File: config.mk
export PLATFORM = sky130hd
export DESIGN_NAME = id_stage_hazard_pipe
export DESIGN_NICKNAME = d
export VERILOG_FILES = /design/src/rtl/id_stage_hazard_pipe_pkg.sv /design/src/rtl/id_stage_hazard_pipe_load_scoreboard.sv /design/src/rtl/id_stage_hazard_pipe.sv
export SDC_FILE = /design/constraint.sdc
export NUM_CORES = 1
export LEC_CHECK = 0
export CAP_MARGIN = 30
export CORE_MARGIN = 10
export CORE_UTILIZATION = 35
export DETAILED_ROUTE_END_ITERATION = 16
export PLACE_DENSITY_LB_ADDON = 0.3
export SETUP_SLACK_MARGIN = 0.15
export SLEW_MARGIN = 10
export SYNTH_ARGS = -nofsm -noshare
export SYNTH_HDL_FRONTEND = slang
export SYNTH_SLANG_ARGS = --single-unit
File: constraint.sdc
create_clock -name i_clk -period 4.2 [get_ports i_clk]
set_clock_uncertainty 0.2 [all_clocks]
set_input_delay 0.84 -clock i_clk [delete_from_list [all_inputs] [get_ports i_clk]]
set_output_delay 0.84 -clock i_clk [all_outputs]
set_load 0.005 [all_outputs]
File: src/rtl/id_stage_hazard_pipe_pkg.sv
// Shared definitions for the ID stage: control-word bit positions and jump decode.
package id_pkg;

  // Bit positions inside the decoder control words
  localparam int unsigned CTRL_EX_JAL       = 10;
  localparam int unsigned CTRL_EX_J         = 9;
  localparam int unsigned CTRL_EX_JR        = 8;
  localparam int unsigned CTRL_EX_JALR      = 7;
  localparam int unsigned CTRL_MEM_MEMREAD  = 1;
  localparam int unsigned CTRL_WB_REGWRITE  = 1;

  typedef enum logic [2:0] {
    JT_NONE = 3'd0,
    JT_JAL  = 3'd1,
    JT_J    = 3'd2,
    JT_JR   = 3'd3,
    JT_JALR = 3'd4
  } jump_type_e;

  // Resolve the jump kind; JAL outranks J, J outranks JR, JR outranks JALR
  function automatic jump_type_e f_jump_type(input logic i_jal, input logic i_j,
                                             input logic i_jr, input logic i_jalr);
    jump_type_e v_t;
    if (i_jal) begin
      v_t = JT_JAL;
    end else if (i_j) begin
      v_t = JT_J;
    end else if (i_jr) begin
      v_t = JT_JR;
    end else if (i_jalr) begin
      v_t = JT_JALR;
    end else begin
      v_t = JT_NONE;
    end
    return v_t;
  endfunction

endpackage

File: src/rtl/id_stage_hazard_pipe_load_scoreboard.sv
// Load scoreboard: tracks destinations of loads still in flight after ID.
// Entry 0 mirrors the ID/EX slot; older entries follow EX/MEM onward.
module load_scoreboard #(
  parameter int LOAD_LAT = 1,
  parameter int NB_ADDR  = 5
) (
  input  logic               i_clk,
  input  logic               i_rst,
  input  logic               i_shift,
  input  logic               i_kill0,
  input  logic               i_load,
  input  logic [NB_ADDR-1:0] i_dest,
  input  logic               i_chk_en,
  input  logic [NB_ADDR-1:0] i_rs,
  input  logic [NB_ADDR-1:0] i_rt,
  output logic               o_hit
);

  logic [LOAD_LAT-1:0]         r_v;
  logic [LOAD_LAT*NB_ADDR-1:0] r_dest;
  logic [LOAD_LAT:0]           w_v_next;
  logic [(LOAD_LAT+1)*NB_ADDR-1:0] w_dest_next;
  logic [LOAD_LAT-1:0]         w_match;

  // Padding the shift vectors keeps the LOAD_LAT=1 case free of empty slices
  assign w_v_next    = {r_v, i_load & ~i_kill0};
  assign w_dest_next = {r_dest, i_dest};

  // Shift on advance; a flush without advance only retires the ID/EX entry
  always_ff @(negedge i_clk or negedge i_rst) begin
    if (!i_rst) begin
      r_v    <= '0;
      r_dest <= '0;
    end else if (i_shift) begin
      r_v    <= w_v_next[LOAD_LAT-1:0];
      r_dest <= w_dest_next[LOAD_LAT*NB_ADDR-1:0];
    end else if (i_kill0) begin
      r_v[0] <= 1'b0;
    end
  end

  genvar g;
  generate
    for (g = 0; g < LOAD_LAT; g++) begin : g_cmp
      assign w_match[g] = r_v[g] &
        (((i_rs != '0) & (i_rs == r_dest[g*NB_ADDR +: NB_ADDR])) |
         ((i_rt != '0) & (i_rt == r_dest[g*NB_ADDR +: NB_ADDR])));
    end
  endgenerate

  assign o_hit = i_chk_en & (|w_match);

endmodule

File: src/rtl/id_stage_hazard_pipe.sv
// MIPS instruction-decode stage owning the ID/EX register, with handshakes,
// load/jump hazard stalls, jump target resolution and a stall counter.
module id_stage_hazard_pipe
  import id_pkg::*;
#(
  parameter int LEN                  = 32,
  parameter int NB_ADDRESS_REGISTROS = 5,
  parameter int LOAD_LAT             = 1,
  parameter int LINK_REG             = 31,
  parameter int NB_CTRL_WB           = 2,
  parameter int NB_CTRL_MEM          = 9,
  parameter int NB_CTRL_EX           = 12,
  parameter int NB_STALL_CNT         = 16
) (
  input  logic                            i_clk,
  input  logic                            i_rst,
  input  logic                            i_valid,
  output logic                            o_ready,
  input  logic [LEN-1:0]                  i_instruccion,
  input  logic [LEN-1:0]                  i_adder_pc,
  input  logic [NB_CTRL_WB-1:0]           i_ctrl_wb,
  input  logic [NB_CTRL_MEM-1:0]          i_ctrl_mem,
  input  logic [NB_CTRL_EX-1:0]           i_ctrl_ex,
  input  logic [LEN-1:0]                  i_dato1,
  input  logic [LEN-1:0]                  i_dato2,
  input  logic                            i_flush,
  input  logic                            i_ex_ready,
  output logic                            o_valid,
  output logic [LEN-1:0]                  o_adder_pc,
  output logic [LEN-1:0]                  o_dato1,
  output logic [LEN-1:0]                  o_dato2,
  output logic [LEN-1:0]                  o_sign_extend,
  output logic [NB_ADDRESS_REGISTROS-1:0] o_rs,
  output logic [NB_ADDRESS_REGISTROS-1:0] o_rt,
  output logic [NB_ADDRESS_REGISTROS-1:0] o_rd,
  output logic [NB_ADDRESS_REGISTROS-1:0] o_shamt,
  output logic [NB_CTRL_WB-1:0]           o_ctrl_wb,
  output logic [NB_CTRL_MEM-1:0]          o_ctrl_mem,
  output logic [NB_CTRL_EX-1:0]           o_ctrl_ex,
  output logic                            o_flag_stall,
  output logic                            o_flag_jump,
  output logic [LEN-1:0]                  o_dir_jump,
  output logic [NB_STALL_CNT-1:0]         o_stall_cnt
);

  localparam int NB = NB_ADDRESS_REGISTROS;

  logic          w_advance;
  logic          w_load_hazard;
  logic          w_jump_hazard;
  logic          w_hazard;
  logic          w_accept;
  logic [NB-1:0] w_rs;
  logic [NB-1:0] w_rt;
  logic [NB-1:0] w_rd;
  logic [NB-1:0] w_shamt;
  jump_type_e    w_jtype;

  assign w_rs    = i_instruccion[25:21];
  assign w_rt    = i_instruccion[20:16];
  assign w_rd    = i_instruccion[15:11];
  assign w_shamt = i_instruccion[10:6];

  assign w_advance = ~o_valid | i_ex_ready;

  load_scoreboard #(
    .LOAD_LAT (LOAD_LAT),
    .NB_ADDR  (NB)
  ) u_scoreboard (
    .i_clk    (i_clk),
    .i_rst    (i_rst),
    .i_shift  (w_advance),
    .i_kill0  (i_flush),
    .i_load   (w_accept & i_ctrl_mem[CTRL_MEM_MEMREAD]),
    .i_dest   (w_rt),
    .i_chk_en (i_valid),
    .i_rs     (w_rs),
    .i_rt     (w_rt),
    .o_hit    (w_load_hazard)
  );

  // A register jump must wait for a producer still sitting in ID/EX
  assign w_jump_hazard = i_valid & (i_ctrl_ex[CTRL_EX_JR] | i_ctrl_ex[CTRL_EX_JALR]) &
                         (w_rs != '0) & o_valid & o_ctrl_wb[CTRL_WB_REGWRITE] &
                         ((w_rs == o_rt) | (w_rs == o_rd));

  assign w_hazard     = w_load_hazard | w_jump_hazard;
  assign o_flag_stall = w_hazard & ~i_flush;
  // A flushed instruction is consumed so IF can move on
  assign o_ready      = i_flush | (w_advance & ~w_hazard);
  assign w_accept     = i_valid & o_ready & ~i_flush;

  // Jump kind is only meaningful for an instruction actually taken this cycle
  always_comb begin
    if (w_accept) begin
      w_jtype = f_jump_type(i_ctrl_ex[CTRL_EX_JAL], i_ctrl_ex[CTRL_EX_J],
                            i_ctrl_ex[CTRL_EX_JR], i_ctrl_ex[CTRL_EX_JALR]);
    end else begin
      w_jtype = JT_NONE;
    end
  end

  // Jump target: pseudo-direct for J/JAL, register value for JR/JALR
  always_comb begin
    case (w_jtype)
      JT_JAL, JT_J:   o_dir_jump = {i_adder_pc[LEN-1:28], i_instruccion[25:0], 2'b00};
      JT_JR, JT_JALR: o_dir_jump = i_dato1;
      default:        o_dir_jump = '0;
    endcase
  end

  assign o_flag_jump = (w_jtype != JT_NONE);

  // ID/EX register: flush kills, advance loads or bubbles, otherwise hold
  always_ff @(negedge i_clk or negedge i_rst) begin
    if (!i_rst) begin
      o_valid       <= 1'b0;
      o_adder_pc    <= '0;
      o_dato1       <= '0;
      o_dato2       <= '0;
      o_sign_extend <= '0;
      o_rs          <= '0;
      o_rt          <= '0;
      o_rd          <= '0;
      o_shamt       <= '0;
      o_ctrl_wb     <= '0;
      o_ctrl_mem    <= '0;
      o_ctrl_ex     <= '0;
    end else if (i_flush) begin
      o_valid    <= 1'b0;
      o_ctrl_wb  <= '0;
      o_ctrl_mem <= '0;
      o_ctrl_ex  <= '0;
    end else if (w_advance) begin
      if (w_accept) begin
        o_valid       <= 1'b1;
        o_adder_pc    <= i_adder_pc;
        o_dato1       <= i_dato1;
        o_dato2       <= i_dato2;
        o_sign_extend <= {{(LEN-16){i_instruccion[15]}}, i_instruccion[15:0]};
        o_rs          <= w_rs;
        o_rt          <= i_ctrl_ex[CTRL_EX_JAL] ? NB'(LINK_REG) : w_rt;
        o_rd          <= w_rd;
        o_shamt       <= w_shamt;
        o_ctrl_wb     <= i_ctrl_wb;
        o_ctrl_mem    <= i_ctrl_mem;
        o_ctrl_ex     <= i_ctrl_ex;
      end else begin
        o_valid    <= 1'b0;
        o_ctrl_wb  <= '0;
        o_ctrl_mem <= '0;
        o_ctrl_ex  <= '0;
      end
    end
  end

  // Saturating count of edges spent in a hazard stall
  always_ff @(negedge i_clk or negedge i_rst) begin
    if (!i_rst) begin
      o_stall_cnt <= '0;
    end else if (o_flag_stall && (o_stall_cnt != '1)) begin
      o_stall_cnt <= o_stall_cnt + NB_STALL_CNT'(1);
    end
  end

endmodule

==> results.yml <==
status:
  outcome: "complete, but fails checks"
  violations: "negative setup slack"
final_layout:
  drive_above_1_share: 0.3297
  finalCoreUtilization: 0.7012
  fillCellCount: 1519
  fin_nets: 1439
  area_growth_pct: 98.64
  finalInstanceArea_um2: 14650
  fin_cells: 1571
route:
  vias: 7625
  ant_nets: 0
  firstDrtPassIters: 5
  drc: 0
  met2_length_um: 16980
  dr.first_iter.drc_count: 474
  via_per_inst: 4.854
  wl_met1_um: 12990
  wl_per_cell_um: 21.47
  drt_wl_total_um: 33720
  highest_layer: "met5"
  wl_met3_um: 2975
grt:
  grt_pass1_wl_um: 47380
  antenna_found_initial: 2
  grt.total_usage: 0.2293
  overflow: 0
  grt_pass1_vias: 7921
  grt_max_degree: 34
timing:
  tightest_slew_ps: 434.3
  setup_slack_ps: -1288
  fin_hold_ws_ps: 217.7
  relSlewSlack: 0.7094
  setup_viol: 386
  rsz0062_at_grt: "true"
  finalHoldViolCount: 0
  report.final.slew_viol_count: 0
floorplanning:
  die-height_um: 165.1
  ioPinCount: 379
  start_util: 0.3530
  rows: 53
  design.core.area_um2: 20890
  die_x_um: 165.1
  dieArea_um2: 27270
worst_setup_path:
  cp-end-kind: "output port"
  ff2ff_path_depth: 14
  path_class: "reg2out"
  critPathMaxFanout: 5
  r2r-end: "o_adder_pc[30]$_DFFE_NN0P_"
  crit_arrival_ps: 4450
  crit_required_ps: 3160
  crit_path_start_kind: "flip-flop"
  timing.rr.start: "u_scoreboard.r_dest[4]$_DFFE_NN0P_"
  r2r_setup_slack_ps: 1520
logic_synthesis:
  synth_top_area_cell: "dfrtn_1"
  synth_ff_type: "dfrtn_1"
  yosysWarnings: 0
  netlist.area_leader.share: 0.5702
  synth-async-reset-ratio: 1.000
  yosysUniqueCellTypes: 34
  synth_compound_area_frac: 0.07466
  ys_seq_area_frac: 0.5702
  synth_common_cells: "nand2_1 (376), dfrtn_1 (168), nor2_1 (39)"
  synth-seq-cells: 168
  synthSimpleGateAreaFrac: 0.2416
  synth.mux.area_fraction: 0.009163
  synth_top_family_by_area: "simple AND/OR/NAND/NOR gates"
  yosysMostFrequentCell: "nand2_1"
  synth_fa_ha_area_frac: 0.001697
  netlist_top_cells_area: "dfrtn_1 (57%), nand2_1 (19%), xnor2_1 (3.8%)"
  syn_area_per_cell_um2: 9.159
  syn-cell-area_um2: 7373
  syn_inst: 805
  synth_edf_count: 0
  synth_xor_area_frac: 0.03920
  syn_nets: 962
placed_design:
  placed_area_um2: 11900
  dp_hpwl_um: 21600
  portBuffers: 372
  placed_cells: 1458
  place_congestion: 0.8491
cts:
  cts_tree: "done"
  clk_pin_slew_ps: 50
  cts_htree_levels: 4
  cts_root_buf: "clkbuf_16"
  clk_latency_ps: 400
  numClockSinks: 168
  cts_buffers: 17
  clk_path_buf_depth: 2
flow_run:
  maxCapViolCount: 0
worst_hold_path:
  holdPathStages: 2
  hp-start: "o_dato2[1]$_DFFE_NN0P_"
  holdPathEnd: "o_dato2[1]$_DFFE_NN0P_"
  min_path_type: "reg2reg"
power:
  p_per_area_nw_per_um2: 357.1
  ir_drop_uv: 265.3
  p_leak_nw: 6.794
area by class of cell:
class                   count  area [µm²]  share of cell area
diodes                      1       2.502           0.0001709
clock buffers              17       425.4             0.02905
clock inverters            15       177.7             0.01213
multi-input cells         562        3602              0.2459
flip-flops and latches    168        4204              0.2870
well taps                 275       344.1             0.02349
repair buffers            533        5891              0.4022
worst max-delay path, cell delays in order (launching register included):
cell and delay, ps:
dfrtn_1 490, buf_6 130, xnor2_2 60, nand3_1 80, o22ai_2 100, a221o_4 450, buf_6 140, buf_8 130
buf_16 150, nor2_4 100, buf_2 120
cell families (layout without fill, tap and decap cells):
group           after synthesis  after routing
buf+inv                      75            565
mux                           6              6
compound gates               70             70
other cells                   0              1
fa+ha+maj                     1              1
simple gates                452            452
flops                       168            168
xor+xnor                     33             33
cells in the final DEF, fill, tap and decap left out, types with 3 or more instances in the layout:
cell type and n:
buf_12 28, nand2_4 39, buf_2 17, nand4_1 10, xnor2_1 27, buf_8 6, clkdlybuf4s50_1 322, nand2_2 86
nand3_1 5, nor2_4 31, o21ai_1 4, buf_16 20, buf_4 72, nor2_2 5, inv_8 6, a22o_1 24
nor3_1 3, buf_6 57, nor2_1 3, nand2_1 251, and3_1 5, dfrtn_1 168, mux2_2 6, clkbuf_16 20
a22oi_1 30, xnor2_2 5
per-stage QoR:
stage | power (mW) | TNS [ps] | worst slack, ps
2_1_floorplan | 2.396 | -144280 | -853.8
3_3_place_gp | 3.228 | -260630 | -1413
3_5_place_dp | 3.251 | -260580 | -1414
4_1_cts | 5.061 | -235070 | -1312
5_1_grt | 5.446 | -268030 | -1351
6_report | 5.230 | -253340 | -1288
state kept, by name, indices dropped and copies added, names as in the netlist:
name,count
o_valid,1
o_sign_extend,16
o_ctrl_mem,9
o_dato1,32
o_rs,5
o_ctrl_wb,2
o_ctrl_ex,12
u_scoreboard.r_dest,5
o_dato2,32
o_adder_pc,32
o_stall_cnt,16
u_scoreboard.r_v,1
o_rt,5
where the power goes:
part	total [mW]	switching, mW	internal (mW)
Combinational	1.59	0.631	0.955
Sequential	2.01	0.171	1.84
Clock	1.63	0.773	0.857
Total	5.23	1.57	3.66
how the worst max path moves through the flow:
stage | start | endpoint | slack [ps] | depth (start not counted)
3_5_place_dp | i_instruccion[23] | o_dato1[29]$_DFFE_NN0P_ | -1410 | 10
3_3_place_gp | i_instruccion[16] | o_dato1[29]$_DFFE_NN0P_ | -1410 | 10
2_1_floorplan | i_instruccion[23] | o_rt[0]$_DFFE_NN0P_ | -850 | 10
5_1_grt | u_scoreboard.r_dest[4]$_DFFE_NN0P_ | o_dir_jump[21] | -1350 | 10
6_report | u_scoreboard.r_dest[4]$_DFFE_NN0P_ | o_dir_jump[21] | -1290 | 10
4_1_cts | u_scoreboard.r_dest[4]$_DFFE_NN0P_ | o_dir_jump[22] | -1310 | 10
metal layers:
metal	vias to the layer above	global-route usage
li1	3546	-
met1	3739	0.2640
met2	295	0.3929
met3	41	0.07858
met4	4	0.07166
met5	-	0
what timing repair did:
| item | CTS | global route |
|---|---|---|
| gates cloned | 21 | 4 |
| resized for setup | 292 | 200 |
| pin swaps | 52 | 149 |
| setup endpoints to repair | 386 | 386 |
| endpoints found under the hold margin | 0 | 0 |
| hold buffers | 0 | 0 |
| setup buffers | 34 | 21 |
Power figures use the tool's default switching activity.
